File: config.mk
export PLATFORM = sky130hd
export DESIGN_NAME = mem_lsu_flat
export DESIGN_NICKNAME = d
export VERILOG_FILES = /design/src/rtl/mem_lsu_pkg.sv /design/src/rtl/mem_lsu_if.sv /design/src/rtl/mem_lsu_fmt.sv /design/src/rtl/mem_lsu.sv /design/src/flat_wrapper.sv
export SDC_FILE = /design/constraint.sdc
export NUM_CORES = 1
export LEC_CHECK = 0
export ABC_AREA = 1
export ABC_CLOCK_PERIOD_IN_PS = 3800
export BUFFER_PORTS_ARGS = -buffer_cell sky130_fd_sc_hd__buf_2
export CAP_MARGIN = 0
export CORE_MARGIN = 1.5
export CORE_UTILIZATION = 52
export CTS_CLUSTER_DIAMETER = 50
export DETAILED_ROUTE_END_ITERATION = 7
export PLACE_DENSITY = 0.86
export SLEW_MARGIN = 30
export SYNTH_ARGS = -nofsm -noshare
export SYNTH_HDL_FRONTEND = slang
export SYNTH_SLANG_ARGS = --single-unit
export TNS_END_PERCENT = 30
File: constraint.sdc
create_clock -name clk -period 3.8 [get_ports clk]
set_clock_uncertainty 0.2 [all_clocks]
set_input_delay 0.38 -clock clk [delete_from_list [all_inputs] [get_ports clk]]
set_output_delay 0.38 -clock clk [all_outputs]
set_load 0.005 [all_outputs]
File: src/rtl/mem_lsu_pkg.sv
// Shared encodings and payload types for the M-stage load/store unit.
package mem_lsu_pkg;

    localparam int unsigned DATA_W = 32;
    localparam int unsigned BE_W   = 4;

    localparam logic [1:0] WIDTH_W = 2'd0;
    localparam logic [1:0] WIDTH_H = 2'd1;
    localparam logic [1:0] WIDTH_B = 2'd2;
    localparam logic [1:0] WIDTH_X = 2'd3;

    localparam logic [DATA_W-1:0] ADDR_LIMIT_DEF = 32'h0000_3000;
    localparam int unsigned       TIMEOUT_DEF    = 16;
    localparam int unsigned       CNT_W_DEF      = 5;

    typedef enum logic [1:0] {
        IDLE = 2'd0,
        REQ  = 2'd1,
        DONE = 2'd2
    } state_t;

    typedef struct packed {
        logic              we;
        logic [DATA_W-1:0] addr;
        logic [BE_W-1:0]   byteen;
        logic [DATA_W-1:0] wdata;
        logic [DATA_W-1:0] pc;
    } bus_payload_t;

    // Access attributes still needed once the request is on the bus.
    typedef struct packed {
        logic [1:0] width;
        logic [1:0] addr_lo;
        logic       load_sign;
    } ext_ctx_t;

endpackage

File: src/rtl/mem_lsu_if.sv
// Word-aligned req/ack data bus between the LSU and data memory.
interface mem_lsu_if;
    import mem_lsu_pkg::*;

    logic              bus_req;
    logic              bus_we;
    logic [DATA_W-1:0] bus_addr;
    logic [BE_W-1:0]   bus_byteen;
    logic [DATA_W-1:0] bus_wdata;
    logic [DATA_W-1:0] bus_pc;
    logic              bus_ack;
    logic [DATA_W-1:0] bus_rdata;

    modport master (
        output bus_req, bus_we, bus_addr, bus_byteen, bus_wdata, bus_pc,
        input  bus_ack, bus_rdata
    );

    modport slave (
        input  bus_req, bus_we, bus_addr, bus_byteen, bus_wdata, bus_pc,
        output bus_ack, bus_rdata
    );

endinterface

File: src/rtl/mem_lsu_fmt.sv
// Combinational lane formatting: store byte enables, write-data replication
// and load extraction/extension. Shared with the W-stage checker.
module mem_lsu_fmt
    import mem_lsu_pkg::*;
(
    input  logic              we,
    input  logic [1:0]        width,
    input  logic [1:0]        addr_lo,
    input  logic              load_sign,
    input  logic [DATA_W-1:0] wdata,
    input  logic [DATA_W-1:0] rdata,
    output logic [BE_W-1:0]   byteen,
    output logic [DATA_W-1:0] wdata_rep,
    output logic [DATA_W-1:0] rdata_ext
);

    logic [15:0] half_sel;
    logic [7:0]  byte_sel;

    always_comb begin
        byteen    = 4'b1111;
        wdata_rep = wdata;
        rdata_ext = rdata;
        half_sel  = addr_lo[1] ? rdata[31:16] : rdata[15:0];
        byte_sel  = rdata[{addr_lo, 3'b000} +: 8];

        case (width)
            WIDTH_H: begin
                byteen    = addr_lo[1] ? 4'b1100 : 4'b0011;
                wdata_rep = {2{wdata[15:0]}};
                rdata_ext = {{16{load_sign & half_sel[15]}}, half_sel};
            end
            WIDTH_B: begin
                byteen    = 4'b0001 << addr_lo;
                wdata_rep = {4{wdata[7:0]}};
                rdata_ext = {{24{load_sign & byte_sel[7]}}, byte_sel};
            end
            default: ;
        endcase

        if (!we) begin
            byteen = 4'b0000;
        end
    end

endmodule

File: src/rtl/mem_lsu.sv
// M-stage load/store unit: issues one req/ack bus access at a time, stalls
// the pipeline until it completes and reports address and timeout errors.
module mem_lsu
    import mem_lsu_pkg::*;
#(
    parameter logic [31:0] ADDR_LIMIT = ADDR_LIMIT_DEF,
    parameter int unsigned TIMEOUT    = TIMEOUT_DEF,
    parameter int unsigned CNT_W      = CNT_W_DEF
) (
    input  logic        clk,
    input  logic        reset,

    input  logic        m_valid,
    input  logic        m_we,
    input  logic [31:0] m_addr,
    input  logic [31:0] m_wdata,
    input  logic [1:0]  m_width,
    input  logic        m_load_sign,
    input  logic [31:0] m_pc,
    input  logic        m_advance,
    output logic        m_stall,
    output logic [31:0] m_rdata,
    output logic        m_exc_adel,
    output logic        m_exc_ades,
    output logic        m_bus_err,

    mem_lsu_if.master   bus
);

    state_t              state_q, state_d;
    logic [CNT_W-1:0]    cnt_q, cnt_d;
    bus_payload_t        pay_q, pay_d;
    ext_ctx_t            ctx_q, ctx_d;
    logic                req_q, req_d;
    logic [DATA_W-1:0]   rdata_q, rdata_d;
    logic                err_q, err_d;

    logic                exc;
    logic                misaligned;
    logic                issue_sel;
    logic [BE_W-1:0]     fmt_byteen;
    logic [DATA_W-1:0]   fmt_wdata;
    logic [DATA_W-1:0]   fmt_rdata;

    // Exceptions only exist for a fresh access sitting in IDLE.
    assign misaligned = ((m_width == WIDTH_W) && (m_addr[1:0] != 2'b00)) ||
                        ((m_width == WIDTH_H) && m_addr[0]);
    assign exc = m_valid && (state_q == IDLE) &&
                 (misaligned || (m_width == WIDTH_X) || (m_addr >= ADDR_LIMIT));
    assign m_exc_ades = exc && m_we;
    assign m_exc_adel = exc && !m_we;

    // One formatter: fed by the live M-stage access in IDLE, by the latched
    // context while the request is outstanding.
    assign issue_sel = (state_q == IDLE);

    mem_lsu_fmt u_fmt (
        .we        (issue_sel ? m_we        : pay_q.we),
        .width     (issue_sel ? m_width     : ctx_q.width),
        .addr_lo   (issue_sel ? m_addr[1:0] : ctx_q.addr_lo),
        .load_sign (issue_sel ? m_load_sign : ctx_q.load_sign),
        .wdata     (m_wdata),
        .rdata     (bus.bus_rdata),
        .byteen    (fmt_byteen),
        .wdata_rep (fmt_wdata),
        .rdata_ext (fmt_rdata)
    );

    // Next-state and register-update logic.
    always_comb begin
        state_d = state_q;
        cnt_d   = cnt_q;
        pay_d   = pay_q;
        ctx_d   = ctx_q;
        req_d   = req_q;
        rdata_d = rdata_q;
        err_d   = err_q;
        m_stall = 1'b0;

        case (state_q)
            IDLE: begin
                if (m_valid && !exc) begin
                    m_stall           = 1'b1;
                    state_d           = REQ;
                    req_d             = 1'b1;
                    cnt_d             = '0;
                    pay_d.we          = m_we;
                    pay_d.addr        = {m_addr[31:2], 2'b00};
                    pay_d.byteen      = fmt_byteen;
                    pay_d.wdata       = fmt_wdata;
                    pay_d.pc          = m_pc;
                    ctx_d.width       = m_width;
                    ctx_d.addr_lo     = m_addr[1:0];
                    ctx_d.load_sign   = m_load_sign;
                end
            end
            REQ: begin
                m_stall = 1'b1;
                if (bus.bus_ack) begin
                    req_d   = 1'b0;
                    rdata_d = pay_q.we ? '0 : fmt_rdata;
                    err_d   = 1'b0;
                    state_d = DONE;
                end else if (cnt_q == CNT_W'(TIMEOUT - 1)) begin
                    req_d   = 1'b0;
                    rdata_d = '0;
                    err_d   = 1'b1;
                    state_d = DONE;
                end else begin
                    cnt_d = cnt_q + CNT_W'(1);
                end
            end
            DONE: begin
                if (m_advance) begin
                    state_d = IDLE;
                end
            end
            default: state_d = IDLE;
        endcase
    end

    always_ff @(posedge clk) begin
        if (reset) begin
            state_q <= IDLE;
            cnt_q   <= '0;
            pay_q   <= '0;
            ctx_q   <= '0;
            req_q   <= 1'b0;
            rdata_q <= '0;
            err_q   <= 1'b0;
        end else begin
            state_q <= state_d;
            cnt_q   <= cnt_d;
            pay_q   <= pay_d;
            ctx_q   <= ctx_d;
            req_q   <= req_d;
            rdata_q <= rdata_d;
            err_q   <= err_d;
        end
    end

    assign bus.bus_req    = req_q;
    assign bus.bus_we     = pay_q.we;
    assign bus.bus_addr   = pay_q.addr;
    assign bus.bus_byteen = pay_q.byteen;
    assign bus.bus_wdata  = pay_q.wdata;
    assign bus.bus_pc     = pay_q.pc;
    assign m_rdata        = rdata_q;
    assign m_bus_err      = err_q;

endmodule

File: src/flat_wrapper.sv
// flat-port wrapper written by rule: the top's interface ports become plain ports
module mem_lsu_flat import mem_lsu_pkg::*;
#(
    parameter logic [31:0] ADDR_LIMIT = ADDR_LIMIT_DEF,
    parameter int unsigned TIMEOUT    = TIMEOUT_DEF,
    parameter int unsigned CNT_W      = CNT_W_DEF
)
  (clk, reset, m_valid, m_we, m_addr, m_wdata, m_width, m_load_sign, m_pc, m_advance, m_stall, m_rdata, m_exc_adel, m_exc_ades, m_bus_err, bus_bus_req, bus_bus_we, bus_bus_addr, bus_bus_byteen, bus_bus_wdata, bus_bus_pc, bus_bus_ack, bus_bus_rdata);
  mem_lsu_if bus_i ();
  input  logic clk;
  input  logic reset;
  input  logic m_valid;
  input  logic m_we;
  input  logic [31:0] m_addr;
  input  logic [31:0] m_wdata;
  input  logic [1:0] m_width;
  input  logic m_load_sign;
  input  logic [31:0] m_pc;
  input  logic m_advance;
  output logic m_stall;
  output logic [31:0] m_rdata;
  output logic m_exc_adel;
  output logic m_exc_ades;
  output logic m_bus_err;
  output wire logic [$bits(bus_i.bus_req)-1:0] bus_bus_req;
  output wire logic [$bits(bus_i.bus_we)-1:0] bus_bus_we;
  output wire logic [$bits(bus_i.bus_addr)-1:0] bus_bus_addr;
  output wire logic [$bits(bus_i.bus_byteen)-1:0] bus_bus_byteen;
  output wire logic [$bits(bus_i.bus_wdata)-1:0] bus_bus_wdata;
  output wire logic [$bits(bus_i.bus_pc)-1:0] bus_bus_pc;
  input wire logic [$bits(bus_i.bus_ack)-1:0] bus_bus_ack;
  input wire logic [$bits(bus_i.bus_rdata)-1:0] bus_bus_rdata;
  assign bus_bus_req = bus_i.bus_req;
  assign bus_bus_we = bus_i.bus_we;
  assign bus_bus_addr = bus_i.bus_addr;
  assign bus_bus_byteen = bus_i.bus_byteen;
  assign bus_bus_wdata = bus_i.bus_wdata;
  assign bus_bus_pc = bus_i.bus_pc;
  assign bus_i.bus_ack = bus_bus_ack;
  assign bus_i.bus_rdata = bus_bus_rdata;
  mem_lsu #(.ADDR_LIMIT(ADDR_LIMIT), .TIMEOUT(TIMEOUT), .CNT_W(CNT_W)) u_core (.clk(clk), .reset(reset), .m_valid(m_valid), .m_we(m_we), .m_addr(m_addr), .m_wdata(m_wdata), .m_width(m_width), .m_load_sign(m_load_sign), .m_pc(m_pc), .m_advance(m_advance), .m_stall(m_stall), .m_rdata(m_rdata), .m_exc_adel(m_exc_adel), .m_exc_ades(m_exc_ades), .m_bus_err(m_bus_err), .bus(bus_i));
endmodule
* Word-level counts from Yosys, hierarchy flattened
Index checks and enable logic that the tools add are counted.
** Word-level totals
- Bits of input ports :: 137
- Word-level logic and storage cells :: 83
- Output and inout port bits :: 138
- Register bits after elaboration :: 145
** Cells by class
- Mux-type cells :: 30
- Equal/unequal tests :: 12
- $add $sub $neg :: 1
- Reductions and logical operators :: 22
- Magnitude comparators :: 1
- Bitwise gates (word level) :: 2
- Shift operators :: 2
** Operator list (count)
- one-hot mux 32 bit (2 select lines) :: 2
- two-way mux 32 bit :: 3
- greater-or-equal comparator 32 x 14 -> 1 bit (second input constant) :: 1
- variable part select 32 x 6 -> 8 bit :: 1
- two-way mux 16 bit :: 1
- two-way mux 5 bit :: 3
- two-way mux 2 bit :: 6
- one-hot mux 5 bit (2 select lines) :: 1
- two-way mux 1 bit :: 8
- two-way mux 4 bit :: 2
- inequality test 2 bit (second input constant) :: 4
- one-hot mux 4 bit (2 select lines) :: 1
- logical AND 1 bit :: 7
- == test 2 x 1 -> 1 bit (second input constant) :: 3
- == test 2 bit (second input constant) :: 3
- one-hot mux 2 bit (3 select lines) :: 1
- AND reduction 3 bit :: 2
- nonzero test 2 bit :: 3
- adder 5 x 1 -> 5 bit (second input constant) :: 1
- == test 5 x 4 -> 1 bit (second input constant) :: 1
- logical NOT 2 bit :: 2
- one-hot mux 1 bit (2 select lines) :: 2
- AND reduction 2 bit :: 2
- AND reduction 4 bit :: 1
- other kinds (5) :: 9

* Longest topological paths before layout
Gate-level depths: netlist of the first run.
- Depth after elaboration :: 10
- Depth in mapped cells :: 15
- Depth with buffers taken out :: 13

* Modules after synthesis
From an unflattened synthesis of the first run, not the netlist that was laid out.
** Unflattened totals
- Cell total of the unflattened synthesis :: 1079
- Area total of the unflattened synthesis :: 7053.0 µm²
** Modules (own cells, without submodules)
- mem_lsu :: cells an instance 822, sequential area each 2902.8 µm², times used 1, area each 5873.1 µm²
- mem_lsu_fmt :: cells an instance 257, sequential area each 0.0 µm², times used 1, area each 1179.9 µm²

* Worst setup path after synthesis of the first run
No wires, ideal clock.
- Kind :: reg-to-reg
- Start point :: register u_core.state_q[1]
- End point :: register u_core.pay_q, in the netlist u_core.bus.bus_wdata[10]
- Path buffers :: 2
- Library setup time :: 0.122 ns
- Required time :: 3.478 ns
- Clock period less this slack :: 2.319 ns
- Path slack :: 1.481 ns
- Stages on the path, launching flop included :: 13
- Data arrival time :: 1.997 ns
- Cell sequence :: dfxtp_1 nor2_4 buf_6 nand2_1 inv_1 a21oi_1 inv_1 ha_1 clkbuf_1 nor2_1 a32oi_1 a21boi_0 a21oi_1
** On the way
- Longest elaborated chain between the ends :: 6
- Elaborated cells between the ends (all ways) :: 10
- Classes of those cells :: eq/ne (2); mux (2); reduce/logical (6)
** Ends and longest elaborated chain
- start, declared :: line mem_lsu.sv:30 : state_t state_q, state_d;
- start signal, assigned :: line mem_lsu.sv:132 : state_q <= state_d;
- logical NOT 2 bit * :: line mem_lsu.sv:48, mem_lsu.sv:55, mem_lsu.sv:80
- parallel branches: the longest is 5 deep, another holds one-hot mux 32 bit (2 select lines)
- end signal, assigned :: line mem_lsu.sv:134 : pay_q <= pay_d;
- end, declared :: line mem_lsu.sv:32 : bus_payload_t pay_q, pay_d;
Every way passes the cells marked *.
A chain may end at the register's enable or synchronous reset.

* Worst setup path after layout of the first run
- Start point :: register u_core.state_q[1]
- End point :: register u_core.rdata_q[18], in the netlist u_core.m_rdata[18]
** On the way
- Longest elaborated chain between the ends :: 7
- Elaborated cells between the ends (all ways) :: 15
- Classes of those cells :: eq/ne (3); shift (1); mux (7); bitwise (2); reduce/logical (2)
** Ends and longest elaborated chain
- logical NOT 2 bit :: line mem_lsu.sv:55 : assign issue_sel = (state_q == IDLE);
- two-way mux 2 bit :: line mem_lsu.sv:60 : .addr_lo (issue_sel ? m_addr[1:0] : ctx_q.addr_lo),
- variable part select 32 x 6 -> 8 bit / two-way mux 16 bit (equally long branches) :: line mem_lsu_fmt.sv:25, mem_lsu_fmt.sv:24
- bitwise AND 1 bit (on tied branches) :: line mem_lsu_fmt.sv:36, mem_lsu_fmt.sv:31
- one-hot mux 32 bit (2 select lines) :: line mem_lsu_fmt.sv:27 : case (width)
- two-way mux 32 bit :: line mem_lsu.sv:101 : rdata_d = pay_q.we ? '0 : fmt_rdata;
- two-way mux 32 bit :: line mem_lsu.sv:99 : if (bus.bus_ack) begin
- end signal, assigned :: line mem_lsu.sv:137 : rdata_q <= rdata_d;
- end, declared :: line mem_lsu.sv:35 : logic [DATA_W-1:0] rdata_q, rdata_d;
Parallel ways exist; a longest one is shown, timed or not.

==> impl_results.rst, run 1 <==
.. list-table::
   :header-rows: 1

   * - Metric
     - Value
   * - Critical path class
     - reg -> reg
   * - Final #Nets
     - 1313
   * - Vert. Die Dim
     - 116 um
   * - Share of the cycle needed by the critical path after routing
     - 77.3%
   * - Worst Path Max Fanout
     - 26
   * - Post-synthesis area per instance
     - 7.19 um^2
   * - Worst reg2reg path endpoint
     - u_core.m_rdata[18]$_SDFFE_PP0P_
   * - H-tree levels
     - 4
   * - Count of placed standard cells including taps
     - 1319
   * - Clock buffers created by TritonCTS
     - 17
   * - Synth-to-Final Area Change
     - 29.9%
   * - Critical Path AT
     - 3090 ps
   * - Clock buffer depth
     - 2
   * - GR peak layer
     - met2
   * - TritonCTS clock tree
     - yes
   * - Fill cell count
     - 1064
   * - Number of nets with antenna violations after detailed routing
     - 0
   * - Fin. max-slew vios
     - 0
   * - DR DRC count
     - 0
   * - Fraction of the yosys area taken by sequential cells
     - 43.6%
   * - Cell types occupying the most area after synthesis
     - dfxtp_1 (44%), nand2_1 (9.7%), nor2_1 (8.8%), o21ai_0 (6.1%), nand3_1 (5.0%)
   * - Placement Rows
     - 41
   * - Routed wire length per instance
     - 14.8 um
   * - Met2 GRT Util
     - 48.0%
   * - Grt ovf
     - 0
   * - Final Hold Viols
     - 0
   * - Share of layout cells above drive strength 1
     - 30.6%
   * - I/O pin cnt
     - 275
   * - CTS root buf
     - clkbuf_16
   * - Leak
     - 4.42 nW
   * - Synthesis-stage register bit count
     - 145
   * - Via count normalized by instance count
     - 5.21
   * - Largest family of logic cells by synthesized area
     - simple AND/OR/NAND/NOR gates
   * - Final setup TNS
     - 0 ps
   * - Post-route total power
     - 3.44 mW
   * - Min-delay worst type
     - in -> reg
   * - Number of distinct standard cells referenced by the synthesized netlist
     - 36
   * - Maximum resistive drop on vdd
     - 0.000290 V
   * - Power per unit of standard cell area
     - 398 nW/um^2
   * - Antenna violations before repair
     - 0
   * - Number of setup violations in the final report
     - 0
   * - Global routing met3 resource utilization
     - 7.52%
   * - Final Util
     - 68.9%
   * - Pin count of the biggest net entering global routing
     - 85
   * - Start point of the worst hold path
     - m_pc[2]
   * - Post-cts sizing count
     - 0
   * - DRC marker count from the first detailed-route iteration
     - 660
   * - Transition time at the pin with the least slew margin
     - 780 ps
   * - Clock latency of the later-clocked register in the worst-skew pair
     - 420 ps
   * - Commonest non-fill, non-tap cell in the layout
     - buf_2
   * - Worst Hold Slack
     - 14.8 ps
   * - Wire length of the first global-routing pass
     - 31400 um
   * - Cell Count, Final, Fillers Out
     - 1357
   * - Horizontal die dimension
     - 116 um
   * - Area of the core
     - 12600 um^2
   * - Depth of the worst register-to-register path
     - 9
   * - Port Buffer Count
     - 272
   * - Max frequency
     - 340 MHz
   * - Clock sink count
     - 145
   * - Synth warn
     - 0
   * - Category of the worst setup path launch point
     - register
   * - CP endpoint kind
     - register
   * - Minimum clock period after layout
     - 2940 ps
   * - Mapped cell area
     - 6660 um^2
   * - Total via count in the routed design
     - 7071
   * - M1 GR Usage
     - 38.0%
   * - Number of antenna repair diodes
     - 0
   * - Effective utilization at floorplan
     - 53.0%
   * - Setup repair after global routing missed its margin
     - no
   * - Register clock-pin slew on the reported worst setup and hold paths
     - 60 ps
   * - Adder and majority gate portion of the synthesized area
     - 0.751%
   * - Reg-to-reg critical path startpoint
     - u_core.state_q[1]$_SDFFE_PP0P_
   * - Final weighted congestion in routability-driven placement
     - 0.967
   * - Most used cells in the layout excluding fill and tap cells
     - buf_2 (272), nand2_1 (173), nor2_1 (157), dfxtp_1 (145), o21ai_0 (81)
   * - Post-detailed-routing wire length
     - 20100 um
   * - Relative slew slack
     - 48.0%
   * - Router iterations before antenna repair
     - 5
   * - Number of cells on the worst hold path
     - 3
   * - Cell type with the highest aggregate area in the netlist
     - dfxtp_1
   * - Hold path endpoint
     - u_core.bus.bus_pc[2]$_SDFFE_PP0P_
   * - Simple-gate area share of the yosys netlist
     - 27.0%
   * - Area share of the largest cell type after synthesis
     - 43.6%
   * - Total routing usage reported by global routing
     - 30.0%
   * - WP data required
     - 3950 ps
   * - Number of global-route vias before repair
     - 6445
   * - Run status
     - finished, final reports clean
   * - Synthesized-area fraction occupied by ao, oa, aoi and oai cells
     - 19.6%
   * - Die ar.
     - 13500 um^2
   * - Max-capacitance violation count
     - 0
   * - Internal reg-to-reg setup slack
     - 860 ps
   * - Worst setup path startpoint
     - u_core.state_q[1]$_SDFFE_PP0P_
   * - DP Wirelength
     - 14100 um
   * - Xor and xnor fraction of the mapped netlist area
     - 0.131%
   * - Number of instances in the synthesized netlist
     - 927
   * - Multiplexer share of the synthesized area
     - 0%
[worst max-delay path by stage]
| stage | end | slack, ps | cells past startpoint |
|---|---|---|---|
| after floorplan | u_core.bus.bus_wdata[10]$_SDFFE_PP0P_ | 1480 | 12 |
| after global placement | u_core.m_rdata[18]$_SDFFE_PP0P_ | 960 | 12 |
| after detailed placement | u_core.m_rdata[19]$_SDFFE_PP0P_ | 870 | 9 |
| after CTS | u_core.m_rdata[19]$_SDFFE_PP0P_ | 850 | 9 |
| after global routing | u_core.m_rdata[19]$_SDFFE_PP0P_ | 620 | 9 |
| final | u_core.m_rdata[18]$_SDFFE_PP0P_ | 860 | 9 |
[registers in the layout, summed over array words and instances (netlist names), 2 cells and up]
name                   flops
u_core.bus.bus_byteen      4
u_core.m_rdata            32
u_core.ctx_q               5
u_core.state_q             2
u_core.cnt_q               5
u_core.bus.bus_wdata      32
u_core.bus.bus_addr       30
u_core.bus.bus_pc         32
[worst max-delay path, cell delays in order (launching register included)]
cell      delay, ps
dfxtp_1         340
nor2_4          300
o21ai_0         180
ha_2            360
clkinv_1        580
nand3_1         330
nand2_1         120
nand2_4         220
nand2_1          90
a21oi_1         130
[stage by stage]
stage / setup WS (ps) / area, um^2
2_1_floorplan: 1480 / 6670
3_3_place_gp: 957 / 8020
3_5_place_dp: 866 / 8020
4_1_cts: 852 / 8650
5_1_grt: 620 / 8650
6_report: 863 / 8650
[cell type report]
type	instances	area, um^2	area share, %
clock buffer	20	447	5.16
clock inverter	12	124	1.43
tap	172	215	2.49
timing repair buffer	288	1510	17.4
sequential	145	2900	33.5
multi-input combinational	644	3170	36.6
inverter	76	285	3.30
[per-layer routing]
layer	wire (um)	vias up
li1	-	3512
met1	8520	3153
met2	9310	338
met3	1600	68
met4	716	0
met5	0	-
[synthesized netlist by cell type]
cell type and number:
xor2_1 1, nand2_2 16, a32oi_1 8, nor2_1 157, clkinv_1 1, o21ai_2 6, o21ai_1 8, inv_1 74
buf_2 18, nand3b_1 2, o211a_1 23, nand2_1 173, and3_1 1, or2_1 1, nand4_4 1, dfxtp_1 145
clkbuf_1 38, a21oi_2 19, buf_6 4, nand4_1 1, a211oi_1 1, and2_1 1, nand2_4 2, ha_1 4
a31oi_1 4, inv_2 1, a21oi_1 58, nor3_1 3, a21boi_0 1, buf_4 2, nand3_1 67, nor2_4 2
a22oi_1 1, o21ai_0 81, buf_12 1, conb_1 1
[where the power goes]
group	total [mW]	internal, mW	switching (mW)
clock	1.61	0.930	0.679
combinational	0.314	0.115	0.199
sequential	1.52	1.52	0.000000872
total	3.44	2.56	0.878
[what timing repair did]
item	CTS	global route
setup buffers	0	0
endpoints found under the setup margin	0	0
endpoints found under the hold margin	6	0
hold buffers	6	0
[cells by family after synthesis]
logic type                 after synthesis
DFF                                    145
and+or+nand+nor                        427
other                                    1
xor gates and xnor gates                 1
adders and majority gates                4
buffers and inverters                  139
AOI/OAI and AO/OA                      210
Power figures use the tool's default switching activity.
==> run 2: changes to the inputs <==
Settings changed: ABC_CLOCK_PERIOD_IN_PS 3800 to 2430, CORE_UTILIZATION 52 to 44, PLACE_DENSITY 0.86 to 0.77.
Clock period 3.8 ns to 2.43 ns, I/O delays scaled along.
==> impl_results.rst, run 2 (same netlist as run 1, synthesis figures left out) <==
.. list-table::
   :header-rows: 1

   * - Metric
     - Value
   * - Number of setup violations in the final report
     - 0
   * - Router iterations before antenna repair
     - 8
   * - Clock buffers created by TritonCTS
     - 17
   * - Commonest non-fill, non-tap cell in the layout
     - buf_2
   * - Share of layout cells above drive strength 1
     - 30.1%
   * - Final Hold Viols
     - 0
   * - Depth of the worst register-to-register path
     - 12
   * - Relative slew slack
     - 61.3%
   * - CP endpoint kind
     - register
   * - Share of the cycle needed by the critical path after routing
     - 96.3%
   * - Leak
     - 4.88 nW
   * - Global routing met3 resource utilization
     - 7.35%
   * - Placement Rows
     - 44
   * - Internal reg-to-reg setup slack
     - 140 ps
   * - Clock sink count
     - 145
   * - Effective utilization at floorplan
     - 45.5%
   * - DP Wirelength
     - 14900 um
   * - Post-detailed-routing wire length
     - 22600 um
   * - Max-capacitance violation count
     - 0
   * - M1 GR Usage
     - 34.6%
   * - Final #Nets
     - 1409
   * - Critical Path AT
     - 2420 ps
   * - Sequential cell fraction of total power
     - 42.1%
   * - DR DRC count
     - 13
   * - Total routing usage reported by global routing
     - 27.9%
   * - Synth-to-Final Area Change
     - 45.1%
   * - Clock buffer depth
     - 2
   * - Number of global-route vias before repair
     - 7232
   * - Reg-to-reg critical path startpoint
     - u_core.state_q[0]$_SDFFE_PP0P_
   * - Post-route setup slack
     - 89.0 ps
   * - Maximum resistive drop on vdd
     - 0.000447 V
   * - Number of antenna repair diodes
     - 0
   * - Max frequency
     - 427 MHz
   * - Pin count of the biggest net entering global routing
     - 50
   * - Final weighted congestion in routability-driven placement
     - 0.941
   * - Critical path class
     - in -> reg
   * - Switching pwr
     - 1.43 mW
   * - Met2 GRT Util
     - 45.5%
   * - Total via count in the routed design
     - 7582
   * - Run status
     - finished, violations left
   * - Worst Path Max Fanout
     - 19
   * - Routed wire length per instance
     - 15.4 um
   * - GR peak layer
     - met2
   * - DRC marker count from the first detailed-route iteration
     - 588
   * - Clock Power Share
     - 46.6%
   * - Die ar.
     - 15900 um^2
   * - Number of cells on the worst hold path
     - 5
   * - Minimum clock period after layout
     - 2340 ps
   * - Pint
     - 4.21 mW
   * - Final Util
     - 66.0%
   * - CTS root buf
     - clkbuf_16
   * - Clock latency of the later-clocked register in the worst-skew pair
     - 420 ps
   * - Transition time at the pin with the least slew margin
     - 580 ps
   * - Via count normalized by instance count
     - 5.18
   * - Setup fix buffers added after clock tree synthesis
     - 0
   * - Category of the worst setup path launch point
     - primary input
   * - I/O pin cnt
     - 275
   * - Switching power as a share of total power
     - 25.3%
   * - TritonCTS clock tree
     - yes
   * - Most used cells in the layout excluding fill and tap cells
     - buf_2 (272), nand2_1 (172), nor2_1 (157), dfxtp_1 (145), dlygate4sd3_1 (84)
   * - Worst reg2reg path endpoint
     - u_core.m_rdata[16]$_SDFFE_PP0P_
   * - Register clock-pin slew on the reported worst setup and hold paths
     - 70 ps
   * - Horizontal die dimension
     - 126 um
   * - Start point of the worst hold path
     - bus_bus_rdata[15]
   * - Part of the power in combinational logic
     - 11.3%
   * - Antenna violations before repair
     - 0
   * - Number of nets with antenna violations after detailed routing
     - 0
   * - Power per unit of standard cell area
     - 584 nW/um^2
   * - Area of the core
     - 14600 um^2
   * - Violations in the final reports
     - design-rule violations
   * - Hold path endpoint
     - u_core.m_rdata[15]$_SDFFE_PP0P_
   * - Grt ovf
     - 0
   * - Placement Setup Slack
     - 166 ps
   * - WP data required
     - 2510 ps
   * - Min-delay worst type
     - in -> reg
   * - Port Buffer Count
     - 272
   * - Vert. Die Dim
     - 126 um
   * - Wire length of the first global-routing pass
     - 35700 um
   * - Fin. max-slew vios
     - 0
   * - H-tree levels
     - 4
## run 2: changes by cell type in the layout (fill, tap and decap cells not counted), moves of 2 or more
cell / delta
clkinvlp_4: -2
clkbuf_1: -2
a32oi_2: +2
dlygate4sd3_1: +78
buf_4: +14
buf_12: +3
a32oi_1: -2
## run 2: worst max-delay path by stage
stage	from	to	slack, ps	depth (start not counted)
floorplan	u_core.state_q[1]$_SDFFE_PP0P_	u_core.bus.bus_wdata[10]$_SDFFE_PP0P_	110	12
global placement	u_core.state_q[1]$_SDFFE_PP0P_	u_core.m_rdata[18]$_SDFFE_PP0P_	190	12
detailed placement	u_core.state_q[0]$_SDFFE_PP0P_	u_core.m_rdata[18]$_SDFFE_PP0P_	170	12
CTS	m_width[1]	u_core.m_rdata[18]$_SDFFE_PP0P_	130	13
global route	m_width[1]	u_core.m_rdata[19]$_SDFFE_PP0P_	-10	13
finish	m_width[1]	u_core.m_rdata[16]$_SDFFE_PP0P_	90	13
## run 2: per-layer routing
| layer | wire length [um] | part of all wire (%) | up-vias |
|---|---|---|---|
| met1 | 9580 | 42 | 3446 |
| met4 | 809 | 3.6 | 0 |
| met2 | 10500 | 46 | 364 |
| li1 | - | - | 3698 |
| met5 | 0 | 0 | - |
| met3 | 1730 | 7.7 | 74 |
## run 2: area by class of cell
class	count	area [um^2]
multi-input combinational	645	3200
clock buffer	18	439
inverter	76	285
tap	184	230
sequential	145	2900
clock inverter	13	153
fill	1211	4980
timing repair buffer	383	2450
## run 2: power by group through the flow
stage	clock, mW	combinational [mW]	sequential [mW]
after floorplan	0	0.294	2.43
after global placement	0	0.494	2.43
after detailed placement	0	0.497	2.43
after CTS	2.65	0.608	2.38
after global routing	2.77	0.694	2.37
final	2.63	0.636	2.38
## run 2: stage by stage
step	area, um^2	hold WS (ps)	std cells	power, mW	TNS [ps]
floorplan	6670	133	928	2.72	0
global placement	8200	240	1348	2.92	0
detailed placement	8200	245	1348	2.93	0
CTS	9640	0.745	1463	5.64	0
global route	9660	30.6	1464	5.84	-14.3
finish	9660	20.0	1464	5.64	0
## run 2: worst max-delay path, cell delays in order
cell,delay (ps)
dlygate4sd3_1,530
buf_2,140
nand2_1,60
inv_1,40
a21oi_1,160
inv_1,70
ha_2,310
buf_4,210
or2_1,250
nand2_2,140
nand2_4,120
nand2_1,90
a21oi_1,50
## run 2: repair_timing
action | in CTS | in global routing
gates resized for setup | 0 | 6
hold buffers | 84 | 0
endpoints found under the setup margin | 0 | 20
hold endpoints to repair | 85 | 0
==> run 3: changes to the inputs <==
Settings changed: ABC_AREA 1 to unset, CELL_PAD_IN_SITES_DETAIL_PLACEMENT set to 1, CELL_PAD_IN_SITES_GLOBAL_PLACEMENT set to 1, CORE_UTILIZATION 44 to 30, PLACE_DENSITY 0.77 to unset, PLACE_DENSITY_LB_ADDON set to 0.1.
==> impl_results.rst, run 3 <==
.. list-table::
   :header-rows: 1

   * - Metric
     - Value
   * - Setup repair after global routing missed its margin
     - yes
   * - Multiplexer share of the synthesized area
     - 3.67%
   * - Most frequent cells after synthesis
     - nand2_1 (160), dfxtp_1 (145), a21oi_1 (81)
   * - Number of cells on the worst hold path
     - 3
   * - Area of the core
     - 20200 um^2
   * - Minimum clock period after layout
     - 2300 ps
   * - Synth warn
     - 0
   * - Mapped cell area
     - 6170 um^2
   * - Part of the power in combinational logic
     - 9.9%
   * - Largest family of logic cells by synthesized area
     - compound AO/OA/AOI/OAI gates
   * - CTS root buf
     - clkbuf_16
   * - Final Hold Viols
     - 0
   * - Effective utilization at floorplan
     - 30.6%
   * - Routed wire length per instance
     - 17.0 um
   * - Leak
     - 4.16 nW
   * - Synthesized-area fraction occupied by ao, oa, aoi and oai cells
     - 23.8%
   * - Synth-to-Final Area Change
     - 57.1%
   * - Worst reg2reg path endpoint
     - u_core.bus.bus_byteen[3]$_SDFFE_PP0P_
   * - Final setup TNS
     - 0 ps
   * - Number of instances in the synthesized netlist
     - 704
   * - Min-delay worst type
     - in -> reg
   * - Final weighted congestion in routability-driven placement
     - 0.792
   * - Worst Hold Slack
     - 22.0 ps
   * - Power per unit of standard cell area
     - 594 nW/um^2
   * - Worst Path Max Fanout
     - 9
   * - Vert. Die Dim
     - 146 um
   * - Critical Path AT
     - 2450 ps
   * - Grt ovf
     - 0
   * - Critical path class
     - reg -> reg
   * - Share of the cycle needed by the critical path after routing
     - 94.8%
   * - CP endpoint kind
     - register
   * - WP data required
     - 2580 ps
   * - Adder and majority gate portion of the synthesized area
     - 0.812%
   * - Depth of the worst register-to-register path
     - 8
   * - Number of nets with antenna violations after detailed routing
     - 0
   * - Post-synthesis area per instance
     - 8.76 um^2
   * - Register clock-pin slew on the reported worst setup and hold paths
     - 70 ps
   * - Via count normalized by instance count
     - 4.96
   * - Worst setup path startpoint
     - u_core.state_q[1]$_SDFFE_PP0P_
   * - Synthesis-stage register bit count
     - 145
   * - Total routing usage reported by global routing
     - 21.8%
   * - Horizontal die dimension
     - 146 um
   * - Async set-or-reset flop fraction in the synthesized netlist
     - 0%
   * - Pin count of the biggest net entering global routing
     - 66
   * - Setup fix buffers added after clock tree synthesis
     - 0
   * - Number of setup violations in the final report
     - 0
   * - Xor and xnor fraction of the mapped netlist area
     - 0.284%
   * - Sequential cell fraction of total power
     - 41.3%
   * - Post-detailed-routing wire length
     - 23300 um
   * - Max frequency
     - 434 MHz
   * - Port Buffer Count
     - 272
   * - Most common cell in the netlist
     - nand2_1
   * - Clock Power Share
     - 48.8%
   * - Area share of the largest cell type after synthesis
     - 47.1%
   * - Run status
     - finished, final reports clean
   * - DR DRC count
     - 0
   * - Number of global-route vias before repair
     - 6921
   * - Maximum resistive drop on vdd
     - 0.000448 V
   * - Category of the worst setup path launch point
     - register
   * - Commonest non-fill, non-tap cell in the layout
     - buf_2
   * - Number of enable flip-flop cells after synthesis
     - 0
   * - Max-capacitance violation count
     - 0
   * - Switching pwr
     - 1.39 mW
   * - DRC marker count from the first detailed-route iteration
     - 214
   * - Share of layout cells above drive strength 1
     - 34.7%
   * - Clock latency of the later-clocked register in the worst-skew pair
     - 420 ps
   * - DP Wirelength
     - 15900 um
   * - Transition time at the pin with the least slew margin
     - 557 ps
   * - Worst Setup EP
     - u_core.bus.bus_byteen[3]$_SDFFE_PP0P_
   * - Clock sink count
     - 145
   * - Fin. max-slew vios
     - 0
   * - Antenna violations before repair
     - 1
   * - Placement Rows
     - 52
   * - Fraction of the yosys area taken by sequential cells
     - 47.1%
   * - Simple-gate area share of the yosys netlist
     - 20.0%
   * - Wire length of the first global-routing pass
     - 37200 um
   * - Number of distinct standard cells referenced by the synthesized netlist
     - 55
   * - Die ar.
     - 21400 um^2
   * - I/O pin cnt
     - 275
   * - Most used DFF post-synth
     - dfxtp_1
   * - Reg-to-reg critical path startpoint
     - u_core.state_q[1]$_SDFFE_PP0P_
   * - Internal reg-to-reg setup slack
     - 130 ps
   * - Router iterations before antenna repair
     - 4
   * - Pint
     - 4.36 mW
   * - Switching power as a share of total power
     - 24.2%
   * - Clock buffers created by TritonCTS
     - 17
   * - Total via count in the routed design
     - 6781
   * - Start point of the worst hold path
     - bus_bus_rdata[12]
   * - Most used cells in the layout excluding fill and tap cells
     - buf_2 (271), nand2_1 (160), dfxtp_1 (145), dlygate4sd3_1 (107), a21oi_1 (80)
   * - Cell type with the highest aggregate area in the netlist
     - dfxtp_1
   * - Clock buffer depth
     - 2
   * - TritonCTS clock tree
     - yes
   * - H-tree levels
     - 4
   * - Relative slew slack
     - 62.5%
   * - Final #Nets
     - 1223
   * - Cell types occupying the most area after synthesis
     - dfxtp_1 (47%), nand2_1 (9.7%), a21oi_1 (6.6%), a221o_1 (3.9%), a22oi_1 (2.7%)
## run 3: cell count changes after synthesis, sizes merged, moves of 23 or more
| cell | before | now |
|---|---|---|
| nand3 | 67 | 8 |
| inv | 75 | 6 |
| nor2 | 159 | 27 |
| o21ai | 95 | 13 |
| nand2 | 191 | 160 |
| a221o | 0 | 24 |
| o211a | 23 | 0 |
## run 3: how the worst min path moves through the flow
stage / slack [ps] / end
2_1_floorplan: 140 / u_core.m_bus_err$_SDFFE_PP0P_
3_3_place_gp: 240 / u_core.bus.bus_addr[28]$_SDFFE_PP0P_
3_5_place_dp: 240 / u_core.bus.bus_addr[31]$_SDFFE_PP0P_
4_1_cts: 8 / u_core.m_rdata[12]$_SDFFE_PP0P_
5_1_grt: 40 / u_core.m_rdata[12]$_SDFFE_PP0P_
6_report: 20 / u_core.m_rdata[12]$_SDFFE_PP0P_
## run 3: timing repair
item	in CTS	in global routing
hold endpoints to repair	109	0
pin swaps	0	0
hold buffers	107	0
endpoints found under the setup margin	3	23
gates resized for setup	1	5
## run 3: worst max-delay path, stage by stage, from the launching register on
cell and delay, ps:
dfxtp_1 330, nor2_4 140, mux2_2 360, ha_2 390, or2_2 160, buf_12 140
a21oi_1 50, or3_1 320, a21oi_1 150
## run 3: layout make-up
class	count	area [um^2]
antenna	1	2.50
inverter	6	22.5
timing repair buffer	412	2760
clock inverter	13	174
multi-input combinational	500	3040
fill	2446	10500
sequential	145	2900
tap	270	338
clock buffer	19	453
## run 3: kinds of logic (layout without fill, tap and decap cells)
logic type	count (synthesis)	in the layout
AOI/OAI and AO/OA	202	202
xor gates and xnor gates	2	2
adders and majority gates	4	4
buffers and inverters	60	450
DFF	145	145
muxes	20	20
other	1	3
and+or+nand+nor	270	270
## run 3: through the flow
step	utilization, %	instances	power, mW	cell area, um^2	setup WS, ps
floorplan	-	705	2.62	6170	-24.9
global placement	39.5	1226	2.86	7970	28.3
detailed placement	39.5	1226	2.86	7970	-57.1
CTS	47.9	1365	5.84	9670	9.43
global route	48.0	1366	5.99	9690	-0.906
finish	48.0	1366	5.75	9690	127
## run 3: layer usage
layer	vias up	share of wire, %	GRT usage (%)
li1	3275	-	-
met1	3289	43	26.9
met2	184	49	36.9
met3	33	5.2	4.91
met4	0	2.5	8.69
met5	-	0	0
## run 3: power by group through the flow
stage	Sequential, mW	Combinational, mW	Clock (mW)
detailed placement	2.43	0.428	0
finish	2.38	0.570	2.80
global route	2.37	0.621	3.00
global placement	2.43	0.428	0
CTS	2.38	0.567	2.89
floorplan	2.43	0.187	0
